===== config.mk =====
export PLATFORM = sky130hd
export DESIGN_NAME = vc_out_seq
export DESIGN_NICKNAME = d
export VERILOG_FILES = /design/src/rtl/vc_pkg.sv /design/src/rtl/vc_slot_sched.sv /design/src/rtl/vc_out_seq.sv
export SDC_FILE = /design/constraint.sdc
export NUM_CORES = 1
export LEC_CHECK = 0
export ABC_CLOCK_PERIOD_IN_PS = 2500
export BUFFER_PORTS_ARGS = -buffer_cell sky130_fd_sc_hd__clkbuf_2
export CORE_MARGIN = 3
export CORE_UTILIZATION = 51
export CTS_CLUSTER_DIAMETER = 100
export CTS_CLUSTER_SIZE = 28
export DETAILED_ROUTE_END_ITERATION = 10
export PLACE_DENSITY_LB_ADDON = 0.1
export SLEW_MARGIN = 25
export SYNTH_ARGS = -nofsm -noshare
export SYNTH_HDL_FRONTEND = slang
export SYNTH_HIERARCHICAL = 1
export SYNTH_SLANG_ARGS = --single-unit

===== constraint.sdc =====
create_clock -name ck_i -period 2.5 [get_ports ck_i]
set_clock_uncertainty 0.1 [all_clocks]
set_input_delay 0.5 -clock ck_i [delete_from_list [all_inputs] [get_ports ck_i]]
set_output_delay 0.5 -clock ck_i [all_outputs]
set_load 0.005 [all_outputs]

===== src/rtl/vc_pkg.sv =====
// Shared constants and helpers for the VC attribute-bus transmit sequencer.
package vc_pkg;

    localparam int unsigned VC_W_DEF = 8;
    localparam int unsigned NUM_LYR  = 3;
    localparam int unsigned PHASE_W  = 3;

    localparam int unsigned LYR_FIX = 0;
    localparam int unsigned LYR_A   = 1;
    localparam int unsigned LYR_B   = 2;

    // All three receiver stages holding (active-low selects).
    localparam logic [2:0] SEL_IDLE = 3'b111;

    // Active-low select pattern for a slot: stages 1..slot+1 load, capped at the chain depth.
    function automatic logic [2:0] sel_mask(input logic [1:0] slot, input int unsigned stages);
        logic [2:0] m;
        m    = SEL_IDLE;
        m[0] = ~(stages >= 32'd1);
        m[1] = ~((slot >= 2'd1) && (stages >= 32'd2));
        m[2] = ~((slot >= 2'd2) && (stages >= 32'd3));
        return m;
    endfunction

endpackage


===== src/rtl/vc_slot_sched.sv =====
// Tile phase counter with TILE_SYNC resync, plus tile-boundary and slot decode.
module vc_slot_sched
    import vc_pkg::*;
#(
    parameter int unsigned STAGES = 3,
    parameter int unsigned SLOT0  = 2
) (
    input  logic       ck_i,
    input  logic       rst_i,
    input  logic       pixce_i,
    input  logic       tile_sync_i,
    output logic       boundary_o,
    output logic       slot_valid_o,
    output logic [1:0] slot_idx_o
);

    logic [PHASE_W-1:0] phase_q;
    logic [PHASE_W-1:0] phase_d;

    // Next phase: advance on PIXCE, TILE_SYNC forces a new tile.
    always_comb begin
        phase_d = phase_q;
        if (pixce_i) begin
            phase_d = tile_sync_i ? '0 : phase_q + 3'd1;
        end
    end

    // Phase register.
    always_ff @(posedge ck_i or posedge rst_i) begin
        if (rst_i) begin
            phase_q <= '0;
        end else begin
            phase_q <= phase_d;
        end
    end

    // Decode against the phase being entered on this PIXCE edge.
    always_comb begin
        boundary_o   = pixce_i && (phase_d == '0);
        slot_valid_o = pixce_i
                       && (phase_d >= PHASE_W'(SLOT0))
                       && ({1'b0, phase_d} < 4'(SLOT0 + STAGES));
        slot_idx_o   = 2'(phase_d - PHASE_W'(SLOT0));
    end

endmodule


===== src/rtl/vc_out_seq.sv =====
// Transmit sequencer: accepts one attribute set per tile and serialises it onto
// the VC bus with the per-stage load selects for the receiving delay chain.
module vc_out_seq
    import vc_pkg::*;
#(
    parameter int unsigned     STAGES  = 3,
    parameter int unsigned     VC_W    = VC_W_DEF,
    parameter int unsigned     SLOT0   = 2,
    parameter logic [VC_W-1:0] IDLE_VC = '0
) (
    input  logic            ck_i,
    input  logic            rst_i,
    input  logic            pixce_i,
    input  logic            tile_sync_i,
    input  logic            attr_valid_i,
    output logic            attr_ready_o,
    input  logic [VC_W-1:0] attr_fix_i,
    input  logic [VC_W-1:0] attr_a_i,
    input  logic [VC_W-1:0] attr_b_i,
    output logic [VC_W-1:0] vc_o,
    output logic            sel1_n_o,
    output logic            sel2_n_o,
    output logic            sel3_n_o,
    output logic            underrun_o
);

    logic       boundary;
    logic       slot_valid;
    logic [1:0] slot_idx;

    vc_slot_sched #(
        .STAGES (STAGES),
        .SLOT0  (SLOT0)
    ) u_sched (
        .ck_i         (ck_i),
        .rst_i        (rst_i),
        .pixce_i      (pixce_i),
        .tile_sync_i  (tile_sync_i),
        .boundary_o   (boundary),
        .slot_valid_o (slot_valid),
        .slot_idx_o   (slot_idx)
    );

    logic                         full_q,     full_d;
    logic                         armed_q,    armed_d;
    logic [NUM_LYR-1:0][VC_W-1:0] hold_q,     hold_d;
    logic [NUM_LYR-1:0][VC_W-1:0] send_q,     send_d;
    logic [VC_W-1:0]              vc_q,       vc_d;
    logic [2:0]                   sel_q,      sel_d;
    logic                         underrun_q, underrun_d;

    logic                         accept;
    logic                         src_armed;
    logic [NUM_LYR-1:0][VC_W-1:0] src;
    logic [1:0]                   lyr;

    // Handshake, boundary transfer/underrun decision and slot output generation.
    always_comb begin
        full_d     = full_q;
        armed_d    = armed_q;
        hold_d     = hold_q;
        send_d     = send_q;
        vc_d       = vc_q;
        sel_d      = SEL_IDLE;
        underrun_d = 1'b0;
        src        = send_q;
        src_armed  = armed_q;
        lyr        = 2'(STAGES - 1) - slot_idx;
        accept     = attr_valid_i && !full_q;

        if (boundary) begin
            if (full_q) begin
                send_d  = hold_q;
                full_d  = 1'b0;
                armed_d = 1'b1;
            end else begin
                underrun_d = 1'b1;
                armed_d    = 1'b0;
            end
            // A slot landing on the boundary edge itself (SLOT0 = 0) uses the set being armed now.
            src       = hold_q;
            src_armed = full_q;
        end

        // Captured data always waits for the next boundary; no bypass into send.
        if (accept) begin
            hold_d[LYR_FIX] = attr_fix_i;
            hold_d[LYR_A]   = attr_a_i;
            hold_d[LYR_B]   = attr_b_i;
            full_d          = 1'b1;
        end

        if (slot_valid && src_armed) begin
            vc_d  = src[lyr];
            sel_d = sel_mask(slot_idx, STAGES);
        end
    end

    // State and output registers; selects default back to idle every edge.
    always_ff @(posedge ck_i or posedge rst_i) begin
        if (rst_i) begin
            full_q     <= 1'b0;
            armed_q    <= 1'b0;
            hold_q     <= '0;
            send_q     <= '0;
            vc_q       <= IDLE_VC;
            sel_q      <= SEL_IDLE;
            underrun_q <= 1'b0;
        end else begin
            full_q     <= full_d;
            armed_q    <= armed_d;
            hold_q     <= hold_d;
            send_q     <= send_d;
            vc_q       <= vc_d;
            sel_q      <= sel_d;
            underrun_q <= underrun_d;
        end
    end

    assign attr_ready_o = ~full_q;
    assign vc_o         = vc_q;
    assign sel1_n_o     = sel_q[0];
    assign sel2_n_o     = sel_q[1];
    assign sel3_n_o     = sel_q[2];
    assign underrun_o   = underrun_q;

endmodule


# == After elaboration in Yosys (flattened, before gate mapping) ==
# Cells that the tools add are included.
# totals
regBits,65
output_inout_bits,13
# classes
n_addsub,3
n_lt_le_gt_ge,5
mux,12
bitwise_logic,3
reduce_logical,9
# ops
cell,n
$mux W24,1
$bmux W8 S2,1
$mux W3,3
$mux W8,1
$mux W1,6
$logic_and A1 B1 Y1,5
$add A3 B1 Y3 const B,1
$ge A3 B2 Y1 const B,1
$logic_not A3 Y1,1
$lt A2 B3 Y1 const B,1
$lt A3 B3 Y1 const B,1
$not A1 Y1,3
$ge A2 B1 Y1 const B,1
$ge A2 B2 Y1 const B,1
$reduce_and A2 Y1,1
$reduce_bool A2 Y1,1
$sub A2 B2 Y2 const A,1
$sub A2 B2 Y2 const B,1
$logic_not A1 Y1,1

# == Longest topological paths before layout ==
# logic_depth
depth_word,8
depth_mapped,10

# == Hierarchy ==
# Netlist, hierarchy kept.
# by_module_without_submodules
module,n_inst,cells_per_inst,area_each_um2
vc_out_seq,1,177,2680.1
vc_slot_sched,1,22,216.5

# == Worst setup path before layout ==
# Ideal clock, no wire load.
# synth_path
path_kind,reg-to-reg
start,register u_sched.phase_q[0]
end,register vc_q[0] (netlist: vc_o[0])
setup_time_ps,77
arrival_ps,2139
setup_slack_ps,184
path_stages_with_launch,10
n_path_buf,1
cell_sequence,dfrtp_1 -> ha_1 -> nand3b_1 -> a21boi_0 -> inv_1 -> ha_1 -> clkbuf_1 -> nor2_1 -> a22oi_1 -> a21oi_1
# synth_via
elab_cells_between_ends,16
classes_between,add/sub: 3; order compare: 2; mux: 6; reduce/logical: 5
# synth_rtl
item,line,text
"start, declared",vc_slot_sched.sv:17,logic [PHASE_W-1:0] phase_q;
"start signal, assigned",vc_slot_sched.sv:33,phase_q <= phase_d;
$add A3 B1 Y3,vc_slot_sched.sv:24,phase_d = tile_sync_i ? '0 : phase_q + 3'd1;
$mux W3,vc_slot_sched.sv:24,
$mux W3 (*),vc_slot_sched.sv:23,if (pixce_i) begin
$sub A2 B2 Y2 (*),vc_slot_sched.sv:43,slot_idx_o = 2'(phase_d - PHASE_W'(SLOT0));
net slot_idx[1],vc_out_seq.sv:29,logic [1:0] slot_idx;
$sub A2 B2 Y2 (*),vc_out_seq.sv:68,lyr = 2'(STAGES - 1) - slot_idx;
$bmux W8 S2 (*),vc_out_seq.sv:94,vc_d = src[lyr];
$mux W8 (not written as such) (*),vc_out_seq.sv:94,
"end signal, assigned",vc_out_seq.sv:114,vc_q <= vc_d;
"end, declared",vc_out_seq.sv:48,"logic [VC_W-1:0] vc_q, vc_d;"
# Mark *: on every way through the listed nets, which the timed path passes. The rest lies on a longest branch. The select of a mux whose other input is x is not followed.
# A chain may end at the register's enable or synchronous reset.

# == Worst setup path in the final report ==
# layout_path
start,register u_sched.phase_q[0]
end,register vc_q[2] (netlist: vc_o[2])
# layout_via
elab_chain_len,8
elab_cells_between_ends,16
classes_between,add/sub: 3; order compare: 2; mux: 6; reduce/logical: 5
# layout_lines
item,line,text
$add A3 B1 Y3,vc_slot_sched.sv:24,
$mux W3,vc_slot_sched.sv:24,
$mux W3 (*),vc_slot_sched.sv:23,
$logic_not A3 Y1 (*),vc_slot_sched.sv:39,boundary_o = pixce_i && (phase_d == '0);
$logic_and A1 B1 Y1 (*),vc_slot_sched.sv:39,
net boundary,vc_out_seq.sv:27,logic boundary;
$mux W24,vc_out_seq.sv:71,if (boundary) begin
$bmux W8 S2,vc_out_seq.sv:94,
$mux W8 (not written as such),vc_out_seq.sv:94,
# Marks and branches as above.

==> results.sh <==
export IMPL_status="finished clean"
export IMPL_diodes=0
export IMPL_worstPathMaxFanout=11
export IMPL_power_switching_w=0.00114
export IMPL_p_comb_share_pct=29.5
export IMPL_p_leak_nw=1.56
export IMPL_finalSetupViolCount=0
export IMPL_layout_commonest_cell="dfrtp_1"
export IMPL_final_cell_mix="62 x dfrtp_1, 56 x mux2_2, 41 x clkbuf_2"
export IMPL_swShare_pct=28.6
export IMPL_yosysWarningCount=6
export IMPL_rsz0062_at_grt="no"
export IMPL_grt_pass1_vias=1960
export IMPL_postCtsSetupBuffers=0
export IMPL_gr_total_overflow=0
export IMPL_holdWs_ns=0.291
export IMPL_yosysTopAreaCellShare_pct=53.6
export IMPL_grt_pass1_wl_um=9320
export IMPL_syn_to_final_growth_pct=19.6
export IMPL_criticalPathCategory="reg -> reg"
export IMPL_postLayoutCellArea_um2=3460
export IMPL_cts_htree_levels=3
export IMPL_worstMarginPinSlew_ns=0.553
export IMPL_nNetsFinal=284
export IMPL_cp_slowest_stage_delay_ns=0.43
export IMPL_placed_cell_area_um2=3240
export IMPL_yosysSeqAreaShare_pct=56.3
export IMPL_place_congestion=0.827
export IMPL_rows=26
export IMPL_peakVddDrop_mv=0.665
export IMPL_ys_ff_latch=65
export IMPL_layout_cells_non_filler=326
export IMPL_worstHoldPathType="in -> reg"
export IMPL_syn_area_per_cell_um2=14.6
export IMPL_first_pass_iters=4
export IMPL_die_w_um=81.4
export IMPL_hpwlAfterDp_um=4000
export IMPL_required_ns=2.66
export IMPL_cts_buffers=9
export IMPL_drv_slew=0
export IMPL_coreArea_um2=5300
export IMPL_finalCriticalPeriod_ns=2.29
export IMPL_synth_cell_types=30
export IMPL_synth_top_cells_by_area="dfrtp_1 54%, mux2_2 22%, mux4_2 6.2%, a21oi_1 2.8%, dfstp_2 2.7%"
export IMPL_drc=0
export IMPL_cts_buffer_depth=2
export IMPL_internal_power_w=0.00284
export IMPL_syn_nets=231
export IMPL_fill_cells=395
export IMPL_cts_tree="done"
export IMPL_drt_wl_total_um=5470
export IMPL_clock_latency_ns=0.34
export IMPL_power_frac_seq_pct=46.3
export IMPL_track_usage_pct=19.0
export IMPL_clkPwrFrac_pct=24.2
export IMPL_wl_per_cell_um=16.8
export IMPL_post_route_period_util_pct=91.5
export IMPL_clk_pin_slew_ns=0.07
export IMPL_netlist_top_cell_by_area="dfrtp_1"
export IMPL_fmax_mhz=437
export IMPL_hold_violations=0
export IMPL_antenna_found_initial=0
export IMPL_ios=42
export IMPL_viasPerCell=5.60
export IMPL_synthesis_instances=199
export IMPL_crit_slowest_cell="dfrtp_1"
export IMPL_cp_start_kind="flip-flop"
export IMPL_start_util_pct=54.6
export IMPL_grt_max_degree=39
export IMPL_io_buffers=41
export IMPL_fp_dieArea_um2=6620
export IMPL_cp_top_family="simple AND/OR/NAND/NOR gates"
export IMPL_dp_cells=310
export IMPL_path_cells="ha_1 > nand3b_1 > o21ai_2 > mux2_4 > and2_1 > a21oi_1"
export IMPL_critPathCaptureType="flip-flop"
export IMPL_cts_root_buf="clkbuf_8"
export IMPL_drt_initial_drc_count=76
export IMPL_dieHeight_um=81.4
export IMPL_drive_gt1_share_pct=54.7
export IMPL_slew_headroom_pct=63.1
export IMPL_ant_nets=0
export IMPL_power_density_nw_per_um2=1150
export IMPL_arrival_ns=2.45
export IMPL_syn_area_um2=2900
export IMPL_fin_util_pct=65.3
export IMPL_vias=1825
export IMPL_setup_tns_ns=0
export IMPL_path_buf_inv=0
export IMPL_maxCapViolations=0
export IMPL_clock_sinks=65
==> layout make-up <==
cell class                      instances  area [um^2]  share of cell area [%]
Clock buffer                           10          138                    3.97
Clock inverter                          5         80.1                    2.31
Inverter                                8         30.0                   0.867
Multi-Input combinational cell        114         1170                    33.7
Sequential cell                        65         1630                    47.1
Tap cell                               70         87.6                    2.53
Timing Repair Buffer                   54          330                    9.54
==> cell families after synthesis <==
kind of cell             Yosys count  share of synthesized area, %
AO/OA/AOI/OAI                     31                          6.44
buffers and inverters             20                          3.63
XOR/XNOR                           1                         0.302
flip-flops                        65                          56.3
adder cells (fa/ha/maj)            3                          1.30
multiplexers                      66                          28.9
AND/OR/NAND/NOR                   13                          3.20
==> worst paths after layout <==
| check | depth (start not counted) | slack [ns] | endpoint | from |
|---|---|---|---|---|
| worst max-delay path | 6 | 0.21 | vc_o[2] | u_sched/phase_q[0] |
| worst min-delay path | 2 | 0.29 | hold_q[13] | attr_a_i[5] |
| worst max register to register | 6 | 0.21 | vc_o[2] | u_sched/phase_q[0] |
| worst min register to register | 1 | 0.41 | send_q[19] | send_q[19] |
| max in group asynchronous | 4 | 1.04 | hold_q[13] | rst_i |
| min in group asynchronous | 3 | 0.49 | u_sched/phase_q[1] | rst_i |
==> flip-flops by register name (all words and copies together) (netlist names) <==
name	count
armed_q	1
hold_q	24
send_q	24
underrun_o	1
u_sched/phase_q	3
vc_o	8
full_q	1
sel_q	3
==> through the flow <==
| step | power, W | setup slack [ns] |
|---|---|---|
| detailed placement | 0.00305 | 0.149 |
| global placement | 0.00298 | 0.262 |
| finish | 0.00398 | 0.212 |
| CTS | 0.00403 | 0.118 |
| floorplan | 0.00264 | 0.184 |
| global route | 0.00424 | 0.0472 |
==> cells in the mapped netlist <==
cell and instances:
dfrtp_1 62, mux2_2 56, a21oi_1 16, a22oi_1 8
inv_1 8, mux4_2 8, buf_2 6, dfstp_2 3
ha_1 3, o21ai_0 3, buf_4 2, buf_6 2
clkbuf_1 2, nand3b_1 2, nor2b_1 2, nor3b_1 2
a211o_1 1, a21boi_0 1, a21o_1 1, and2_1 1
and4bb_1 1, mux2_4 1, mux2i_1 1, nand2_1 1
nand2_2 1, nand2b_1 1, nand4bb_1 1, nor2_1 1
o21bai_1 1, xor2_1 1
==> power by group through the flow <==
stage / Sequential (W) / Clock (W) / Combinational, W
after global placement: 0.00184 / 0 / 0.00114
after CTS: 0.00184 / 0.000996 / 0.00119
after detailed placement: 0.00186 / 0 / 0.00118
final: 0.00184 / 0.000963 / 0.00117
after floorplan: 0.00174 / 0 / 0.000897
after global routing: 0.00190 / 0.00104 / 0.00130
==> timing repair <==
action                                 CTS  global route
hold buffers                             1             0
setup endpoints to repair                0             8
gates resized for setup                  0             1
endpoints found under the hold margin    3             0
==> per-layer routing <==
| metal | part of all wire, % | global-route usage, % |
|---|---|---|
| met1 | 43 | 23.4 |
| met2 | 50 | 31.7 |
| met3 | 5.8 | 6.98 |
| met5 | 0 | 0 |
| met4 | 0.93 | 4.56 |
No activity file was read; power rests on OpenSTA's default activity.
